**src/rtl/spi_wb_burst_bridge_pkg.sv**
```systemverilog
// Shared definitions for the SPI-to-Wishbone burst bridge: FSM states, host vector
// field offsets and readback status bit positions.
package spi_wb_burst_bridge_pkg;

    typedef enum logic [1:0] {
        ST_IDLE = 2'd0,
        ST_REQ  = 2'd1,
        ST_GAP  = 2'd2
    } state_t;

    // host vector (spi_out), LSB upwards: cpu_rst, sys_rst, start, we, sel, idx, len, wdat, adr
    localparam int B_CPU_RST = 0;
    localparam int B_SYS_RST = 1;
    localparam int B_START   = 2;
    localparam int B_WE      = 3;
    localparam int F_SEL     = 4;

    // readback status byte
    localparam int S_CPU_RST = 0;
    localparam int S_SYS_RST = 1;
    localparam int S_BUSY    = 2;
    localparam int S_DONE    = 3;
    localparam int S_REJ     = 4;
    localparam int S_ERR     = 5;

    function automatic int off_idx(input int sw);
        return F_SEL + sw;
    endfunction

    function automatic int off_len(input int sw, input int lw);
        return F_SEL + sw + lw;
    endfunction

    function automatic int off_wdat(input int sw, input int lw);
        return F_SEL + sw + 2*lw;
    endfunction

    function automatic int off_adr(input int sw, input int lw, input int dw);
        return off_wdat(sw, lw) + dw;
    endfunction

endpackage

```
**src/rtl/spi_wb_burst_fsm.sv**
```systemverilog
// Burst sequencing FSM: state, beat counter, optional ack timeout and sticky flags.
// Timeout counter is present only when SPI_WB_TIMEOUT_EN is defined.
module spi_wb_burst_fsm
    import spi_wb_burst_bridge_pkg::*;
#(
    parameter int LW        = 3,
    parameter int TO_CYCLES = 1023
) (
    input  logic          clk,
    input  logic          spi_reset,
    input  logic          pulse,
    input  logic          cpu_rst,
    input  logic [LW-1:0] len,
    input  logic          ack,
    output logic          cyc,
    output logic          busy,
    output logic          accept,
    output logic          in_gap,
    output logic          beat_ack,
    output logic [LW-1:0] beats_done,
    output logic          done,
    output logic          err,
    output logic          rej
);

    state_t        state, state_nxt;
    logic [LW-1:0] len_q;
    logic          last_beat;
    logic          timeout;

    if (TO_CYCLES < 1) begin : g_bad_to_cycles
        $error("TO_CYCLES must be at least 1");
    end

`ifdef SPI_WB_TIMEOUT_EN
    localparam int TW = $clog2(TO_CYCLES + 1);
    logic [TW-1:0] to_cnt;

    // Held at zero outside REQ, so every beat starts a fresh window.
    always_ff @(posedge clk or negedge spi_reset) begin
        if (!spi_reset)            to_cnt <= '0;
        else if (state != ST_REQ)  to_cnt <= '0;
        else if (!ack)             to_cnt <= to_cnt + 1'b1;
    end

    assign timeout = (state == ST_REQ) && !ack && (to_cnt == TW'(TO_CYCLES - 1));
`else
    assign timeout = 1'b0;
`endif

    // Compared before the increment: beat number len is the final one.
    assign last_beat = (beats_done == len_q);

    always_ff @(posedge clk or negedge spi_reset) begin
        if (!spi_reset) state <= ST_IDLE;
        else            state <= state_nxt;
    end

    always_comb begin
        state_nxt = state;
        case (state)
            ST_IDLE: if (pulse && cpu_rst) state_nxt = ST_REQ;
            ST_REQ: begin
                if (ack)          state_nxt = (last_beat || !cpu_rst) ? ST_IDLE : ST_GAP;
                else if (timeout) state_nxt = ST_IDLE;
            end
            ST_GAP:  state_nxt = cpu_rst ? ST_REQ : ST_IDLE;
            default: state_nxt = ST_IDLE;
        endcase
    end

    always_comb begin
        cyc      = (state == ST_REQ);
        busy     = (state != ST_IDLE);
        accept   = (state == ST_IDLE) && pulse && cpu_rst;
        in_gap   = (state == ST_GAP);
        beat_ack = (state == ST_REQ) && ack;
    end

    // beats_done is LW bits wide, so a full DEPTH-beat burst reads back as 0.
    always_ff @(posedge clk or negedge spi_reset) begin
        if (!spi_reset) begin
            beats_done <= '0;
            len_q      <= '0;
            done       <= 1'b0;
            err        <= 1'b0;
            rej        <= 1'b0;
        end else begin
            if (accept) begin
                beats_done <= '0;
                len_q      <= len;
                done       <= 1'b0;
                err        <= 1'b0;
                rej        <= 1'b0;
            end else if (state == ST_IDLE && pulse) begin
                rej <= 1'b1;
            end
            if (beat_ack) begin
                beats_done <= beats_done + 1'b1;
                if (last_beat)     done <= 1'b1;
                else if (!cpu_rst) err  <= 1'b1;
            end
            if (timeout || (in_gap && !cpu_rst)) err <= 1'b1;
        end
    end

endmodule

```
**src/rtl/spi_wb_burst_bridge.sv**
```systemverilog
// SPI control vector to Wishbone burst master with read buffer and reset straps.
// Optional ack timeout enabled by defining SPI_WB_TIMEOUT_EN.
module spi_wb_burst_bridge
    import spi_wb_burst_bridge_pkg::*;
#(
    parameter int  AW        = 32,
    parameter int  DW        = 32,
    parameter int  DEPTH     = 8,
    parameter int  TO_CYCLES = 1023,
    localparam int SW        = DW / 8,
    localparam int LW        = $clog2(DEPTH),
    localparam int VW        = AW + DW + 2*LW + SW + 4
) (
    input  logic             clk,
    input  logic             spi_reset,
    input  logic [VW-1:0]    spi_out,
    output logic [DW+LW+7:0] spi_in,
    output logic [AW-1:0]    o_wb_adr,
    output logic [DW-1:0]    o_wb_dat,
    output logic [SW-1:0]    o_wb_sel,
    output logic             o_wb_we,
    output logic             o_wb_cyc,
    input  logic [DW-1:0]    i_wb_rdt,
    input  logic             i_wb_ack,
    output logic             cpu_reset,
    output logic             system_reset
);

    logic [AW-1:0] f_adr;
    logic [LW-1:0] f_len, f_idx;
    logic          f_start;
    logic          start_q, pulse;
    logic          busy, accept, in_gap, beat_ack, done, err, rej;
    logic [LW-1:0] beats_done;
    logic [AW-1:0] adr_q;
    logic [DEPTH-1:0][DW-1:0] rbuf;
    logic [7:0]    status;

    assign f_adr        = spi_out[off_adr(SW, LW, DW) +: AW];
    assign o_wb_dat     = spi_out[off_wdat(SW, LW) +: DW];
    assign f_len        = spi_out[off_len(SW, LW) +: LW];
    assign f_idx        = spi_out[off_idx(SW) +: LW];
    assign o_wb_sel     = spi_out[F_SEL +: SW];
    assign o_wb_we      = spi_out[B_WE];
    assign f_start      = spi_out[B_START];
    assign system_reset = spi_out[B_SYS_RST];
    assign cpu_reset    = spi_out[B_CPU_RST];
    assign o_wb_adr     = adr_q;

    // Only a rising edge of the host start bit launches a transaction.
    assign pulse = f_start && !start_q;

    always_ff @(posedge clk or negedge spi_reset) begin
        if (!spi_reset) start_q <= 1'b0;
        else            start_q <= f_start;
    end

    spi_wb_burst_fsm #(
        .LW        (LW),
        .TO_CYCLES (TO_CYCLES)
    ) u_fsm (
        .clk        (clk),
        .spi_reset  (spi_reset),
        .pulse      (pulse),
        .cpu_rst    (cpu_reset),
        .len        (f_len),
        .ack        (i_wb_ack),
        .cyc        (o_wb_cyc),
        .busy       (busy),
        .accept     (accept),
        .in_gap     (in_gap),
        .beat_ack   (beat_ack),
        .beats_done (beats_done),
        .done       (done),
        .err        (err),
        .rej        (rej)
    );

    // Address advances during the idle gap so the next beat presents it from its first cycle.
    always_ff @(posedge clk or negedge spi_reset) begin
        if (!spi_reset)  adr_q <= '0;
        else if (accept) adr_q <= f_adr;
        else if (in_gap) adr_q <= adr_q + AW'(SW);
    end

    always_ff @(posedge clk or negedge spi_reset) begin
        if (!spi_reset)                rbuf <= '0;
        else if (beat_ack && !o_wb_we) rbuf[beats_done] <= i_wb_rdt;
    end

    always_comb begin
        status            = '0;
        status[S_CPU_RST] = cpu_reset;
        status[S_SYS_RST] = system_reset;
        status[S_BUSY]    = busy;
        status[S_DONE]    = done;
        status[S_REJ]     = rej;
        status[S_ERR]     = err;
    end

    always_ff @(posedge clk or negedge spi_reset) begin
        if (!spi_reset) spi_in <= '0;
        else            spi_in <= {rbuf[f_idx], beats_done, status};
    end

endmodule

```
**config.mk**
```make
export PLATFORM = sky130hd
export DESIGN_NAME = spi_wb_burst_bridge
export DESIGN_NICKNAME = d
export VERILOG_FILES = /design/src/rtl/spi_wb_burst_bridge_pkg.sv /design/src/rtl/spi_wb_burst_fsm.sv /design/src/rtl/spi_wb_burst_bridge.sv
export SDC_FILE = /design/constraint.sdc
export NUM_CORES = 1
export LEC_CHECK = 0
export CAP_MARGIN = 0
export CORE_MARGIN = 2
export CORE_UTILIZATION = 64
export CTS_CLUSTER_SIZE = 40
export DETAILED_ROUTE_END_ITERATION = 16
export DONT_BUFFER_PORTS = 1
export HOLD_SLACK_MARGIN = 0.06
export PLACE_DENSITY = 0.91
export SLEW_MARGIN = 20
export SYNTH_ARGS = -nofsm -noshare
export SYNTH_HDL_FRONTEND = slang
export SYNTH_HIERARCHICAL = 1
export SYNTH_SLANG_ARGS = --single-unit
```
**constraint.sdc**
```tcl
create_clock -name clk -period 3.2 [get_ports clk]
set_input_delay 0.64 -clock clk [delete_from_list [all_inputs] [get_ports clk]]
set_output_delay 0.64 -clock clk [all_outputs]
set_load 0.03 [all_outputs]
```
After elaboration in Yosys (flattened, before gate mapping)
Index checks and enable logic that the tools add are counted.

Reduce and logical (&&, ||, !) cells: 18. Add/sub/neg operators: 2. Bitwise gates (word level): 0. $lt $le $gt $ge: 3. Muxes and demuxes: 24. Div/mod/pow operators: 0. Shift operators: 0. Multiply operators: 0. Equality and inequality tests: 5.

Operator list (number): 256-bit bitwise mux (1); 32-bit 2-to-1 mux (4); 32-bit binary-select mux with 3-bit select (1); 32-bit demux with 3-bit select (1); 32-bit by 3-bit adder with 32-bit output (second input constant) (1); 1-bit 2-to-1 mux (11); 1-bit logical AND (8); 3-bit by 4-bit less-than comparator with 1-bit output (second input constant) (2); 2-bit nonzero test (4); 2-bit 2-to-1 mux (3); 3-bit 2-to-1 mux (2); 2-bit case mux with 3 select lines (1); 2-bit by 1-bit != test with 1-bit output (second input constant) (2); 3-bit by 1-bit adder with 3-bit output (second input constant) (1); 3-bit equality test (1); 3-bit by 1-bit greater-or-equal comparator with 1-bit output (second input constant) (1); 1-bit zero test (3); 2-bit by 1-bit equality test with 1-bit output (second input constant) (1); 2-bit equality test (second input constant) (1); 2-bit zero test (1); 2-bit AND reduction (1); 1-bit logical OR (1).

Register bits after elaboration: 341. Bits of input ports: 113. Bits in writable memories: 0. ROM bits: 0. Latch bits: 0. Memories kept: 0. Output and inout port bits: 115.

Longest topological paths before layout
Word-level depth: 9. Depth in mapped cells: 8. Gate-level depth less buffers: 6.

Hierarchy
Netlist, hierarchy kept.

By module, submodules not included: spi_wb_burst_bridge (area an instance 14485.1 um2, cells an instance 948, instances 1); spi_wb_burst_fsm (area an instance 534.3 um2, cells an instance 49, instances 1).

Worst setup path before layout
Ideal clock, no wire load.

Path kind: input-to-reg. Start: input port i_wb_ack. End: register rbuf[161] in the netlist's numbering. Setup time: 0.125 ns. Path buffers: 2. Data arrival time: 2.263 ns. Required time: 3.075 ns. Path slack: 0.812 ns. Stages on the path: 7. Cell sequence: nand3b_2 > inv_1 > nor3b_1 > nor2b_1 > clkbuf_1 > buf_1 > mux2_2.

Longest elaborated chain between the ends: 2.

RTL lines: start: declaration (RTL line spi_wb_burst_bridge.sv:24) `input logic i_wb_ack,`; 1-bit logical AND (RTL line spi_wb_burst_fsm.sv:77) `beat_ack = (state == ST_REQ) && ack;`; net beat_ack (RTL line spi_wb_burst_bridge.sv:33) `logic busy, accept, in_gap, beat_ack, done, err, rej;`; 1-bit logical AND (RTL line spi_wb_burst_bridge.sv:88) `else if (beat_ack && !o_wb_we) rbuf[beats_done] <= i_wb_rdt;`; end signal: indexed assignment (RTL line spi_wb_burst_bridge.sv:88); end: declaration (RTL line spi_wb_burst_bridge.sv:36) `logic [DEPTH-1:0][DW-1:0] rbuf;`.

The timed path passes the listed nets, and every way through them passes these cells. A chain may end at the register's enable or synchronous reset.

Worst setup path in the final report
Start: register u_fsm.state[0]. End: register adr_q[17], in the netlist o_wb_adr[17].

RTL lines: start: declaration (RTL line spi_wb_burst_fsm.sv:26) `state_t state, state_nxt;`; start signal: assignment (RTL line spi_wb_burst_fsm.sv:56) `else state <= state_nxt;`; 2-bit equality test (RTL line spi_wb_burst_fsm.sv:76) `in_gap = (state == ST_GAP);`; net in_gap (RTL line spi_wb_burst_bridge.sv:33); 2-bit nonzero test (no line); end signal: assignment (RTL line spi_wb_burst_bridge.sv:82) `else if (accept) adr_q <= f_adr;`; end signal: assignment (RTL line spi_wb_burst_bridge.sv:83) `else if (in_gap) adr_q <= adr_q + AW'(SW);`; end: declaration (RTL line spi_wb_burst_bridge.sv:35) `logic [AW-1:0] adr_q;`.

The timed path passes the listed nets, and every way through them passes these cells.

==> metrics.cfg <==
[status]
status = finished, violations left
violations = hold timing

[sta]
setup_viol = 0
rsz0062_at_grt = false
skew_ps = 7.42
setup-tns-final_ps = 0
tightest_slew_ps = 628
hold_violations = 341
fmax_mhz = 371
finalWorstPathRequiredPeriod_ps = 2690
whs_ps = -154
slew_viol_final = 0
slew_headroom_pct = 58.2
fin_crit_sh_pct = 84.2

[setup_path]
crit_type = flip-flop to flip-flop
cp_slowest_cell = or4_1
crit_family = simple AND/OR/NAND/NOR gates
max_stage_delay_ps = 760
crit_path_end_kind = flip-flop
required_ps = 3620
crit_path_cell_trace = nand2b_1 -> inv_1 -> nand4_1 -> or4_1 -> or4_2 -> a31oi_1
start_kind = flip-flop
worstPathMaxFanout = 20
cp_num_buf_inv = 1
worstPathArrival_ps = 3120

[synth]
syn_avg_cell_area_sq_um = 15.1
synth-async-reset-ratio_pct = 100
yosysSeqAreaShare_pct = 56.8
yosys_warnings = 6
ys.flop_type = dfrtp_1
synth_cell_types = 40
ys_seq_elements = 341
netlist_instances = 997
synth_edf_count = 0
synth_area_sq_mm = 0.0150

[cts]
clock-sinks = 341
cts_root_buf = clkbuf_16
post-cts-setup-buffers = 0
worstSkewPairLatency_ps = 500
htreeDepth = 2
cts_buffers = 36
clkTransAtPathRegs_ps = 60
clock_path_buffers = 3
cts_tree = built

[route]
viasPerCell = 6.34
drtPass1Iterations = 5
wl_per_cell_microns = 23.0
drcViolationCount = 0
vias = 8170
wl_mm = 29.6
ant_nets = 0
drt_iter0_markers = 513

[pwr]
power_density_mw_per_mm2 = 761
power.switching_uw = 3380
peakVddDrop_mv = 0.517
p_clk_share_pct = 31.8
power_leakage_uw = 0.00752
p_seq_share_pct = 53.6
combPwrFrac_pct = 14.6
swShare_pct = 27.5
p_total_uw = 12300
cell_internal_pwr_uw = 8910

[finish]
final_cell_area_sq_mm = 0.0161
nNetsFinal = 1066
n_antenna_cell = 0
multi_input_area_sq_mm = 0.00593
nFillCells = 1496
drive_gt1_share_pct = 44.8
final_util_pct = 69.4
syn2layout_area_growth_pct = 7.48
regArea_sq_mm = 0.00853

[place]
port_buffers = 0
place_area_sq_mm = 0.0150
dpl.hpwl_mm = 16.6
place_congestion = 0.855

[floorplan]
io_pins = 228
start_util_pct = 64.6
core_area_sq_mm = 0.0233
die-height_microns = 157
die_w_microns = 157
die-area_sq_mm = 0.0247
rows = 56

[grt]
grt_max_degree = 342
grt.total_usage_pct = 24.6
antenna_found_initial = 0
grt_pass1_vias = 8737
grt_overflow_total = 0
grt_pass1_wl_mm = 47.1

[flow_run]
drv_cap = 0

[min_path]
hp-class = input port to async pin

==> power groups by stage <==
stage	Sequential [uW]	Clock [uW]	Combinational, uW
floorplan	6400	0	1640
finish	6590	3910	1790
global placement	6560	0	1680
global route	6710	4150	1950
detailed placement	6630	0	1790
CTS	6580	3970	1810
==> metrics by stage <==
stage	std cells	worst slack (ps)
2_1_floorplan	998	812
3_3_place_gp	1232	645
3_5_place_dp	1232	551
4_1_cts	1288	539
5_1_grt	1288	377
6_report	1288	505
==> metal layers <==
layer	up-vias	GRT usage, %	part of all wire [%]
li1	3530	-	-
met2	257	40.6	49
met1	4316	33.1	43
met5	-	0	0
met3	67	5.23	5.7
met4	0	8.27	2.7
==> logic make-up after synthesis <==
logic type               Yosys count  share of synthesized area [%]
flip-flops                       341                           56.8
multiplexers                     358                           31.7
AND/OR/NAND/NOR                  115                           4.19
other                              1                         0.0250
AO/OA/AOI/OAI                     56                           2.35
buffers and inverters            110                           3.93
adder cells (fa/ha/maj)            2                          0.167
XOR/XNOR                          14                          0.816
==> cells in the final DEF (no fill, tap or decap), types with 5 or more instances in the layout <==
| cell | netlist | final |
|---|---|---|
| a31oi_1 | 16 | 16 |
| buf_4 | 41 | 11 |
| clkbuf_1 | 38 | 5 |
| clkbuf_16 | 0 | 37 |
| clkbuf_8 | 0 | 6 |
| clkinv_2 | 0 | 5 |
| dfrtp_1 | 341 | 341 |
| inv_1 | 10 | 10 |
| mux2_2 | 290 | 290 |
| mux4_2 | 64 | 64 |
| nand2_1 | 29 | 28 |
| nand3_1 | 14 | 14 |
| nand4_1 | 8 | 8 |
| nor2_1 | 22 | 21 |
| o21ai_0 | 16 | 16 |
| o31ai_1 | 15 | 15 |
| or4_1 | 17 | 17 |
| xnor2_1 | 10 | 10 |
==> registers in the layout, summed over array words and instances, names as in the netlist, 2 cells and up <==
register,count
o_wb_adr,32
rbuf,256
spi_in,41
u_fsm/beats_done,3
u_fsm/len_q,3
u_fsm/state,2
==> timing repair <==
action                                  in CTS  in global routing
hold endpoints to repair                   341                341
endpoints found under the setup margin       0                  0
gates resized for setup                      0                  0
==> layout make-up <==
| type | instances | share of cell area, % |
|---|---|---|
| clock buffers | 48 | 6.36 |
| multi-input cells | 547 | 36.7 |
| repair buffers | 14 | 0.884 |
| inverters | 11 | 0.256 |
| well taps | 319 | 2.47 |
| clock inverters | 8 | 0.434 |
| flip-flops and latches | 341 | 52.9 |
==> final timing paths <==
path,from,to,slack [ps],cells after the start
worst max register to register,u_fsm/state[0],o_wb_adr[17],510,6
worst min-delay path,spi_reset,rbuf[230],-150,0
min in group clk,spi_out[0],spi_in[0],160,0
max in group asynchronous,spi_reset,spi_in[41],2910,0
worst max-delay path,u_fsm/state[0],o_wb_adr[17],510,6
worst min register to register,u_fsm/rej,spi_in[4],380,0
==> synthesized netlist by cell type (all sizes together), types with 14 or more instances <==
library cell    n  area share, %
mux4           64            9.6
o21ai          16           0.53
a31oi          16           0.67
dfrtp         341             57
buf            61            2.7
or4            18           0.91
nand2          29           0.72
o31ai          15           0.75
clkbuf         38           0.95
mux2          293             22
nand3          14           0.47
nor2           22           0.55
Power figures use the tool's default switching activity.
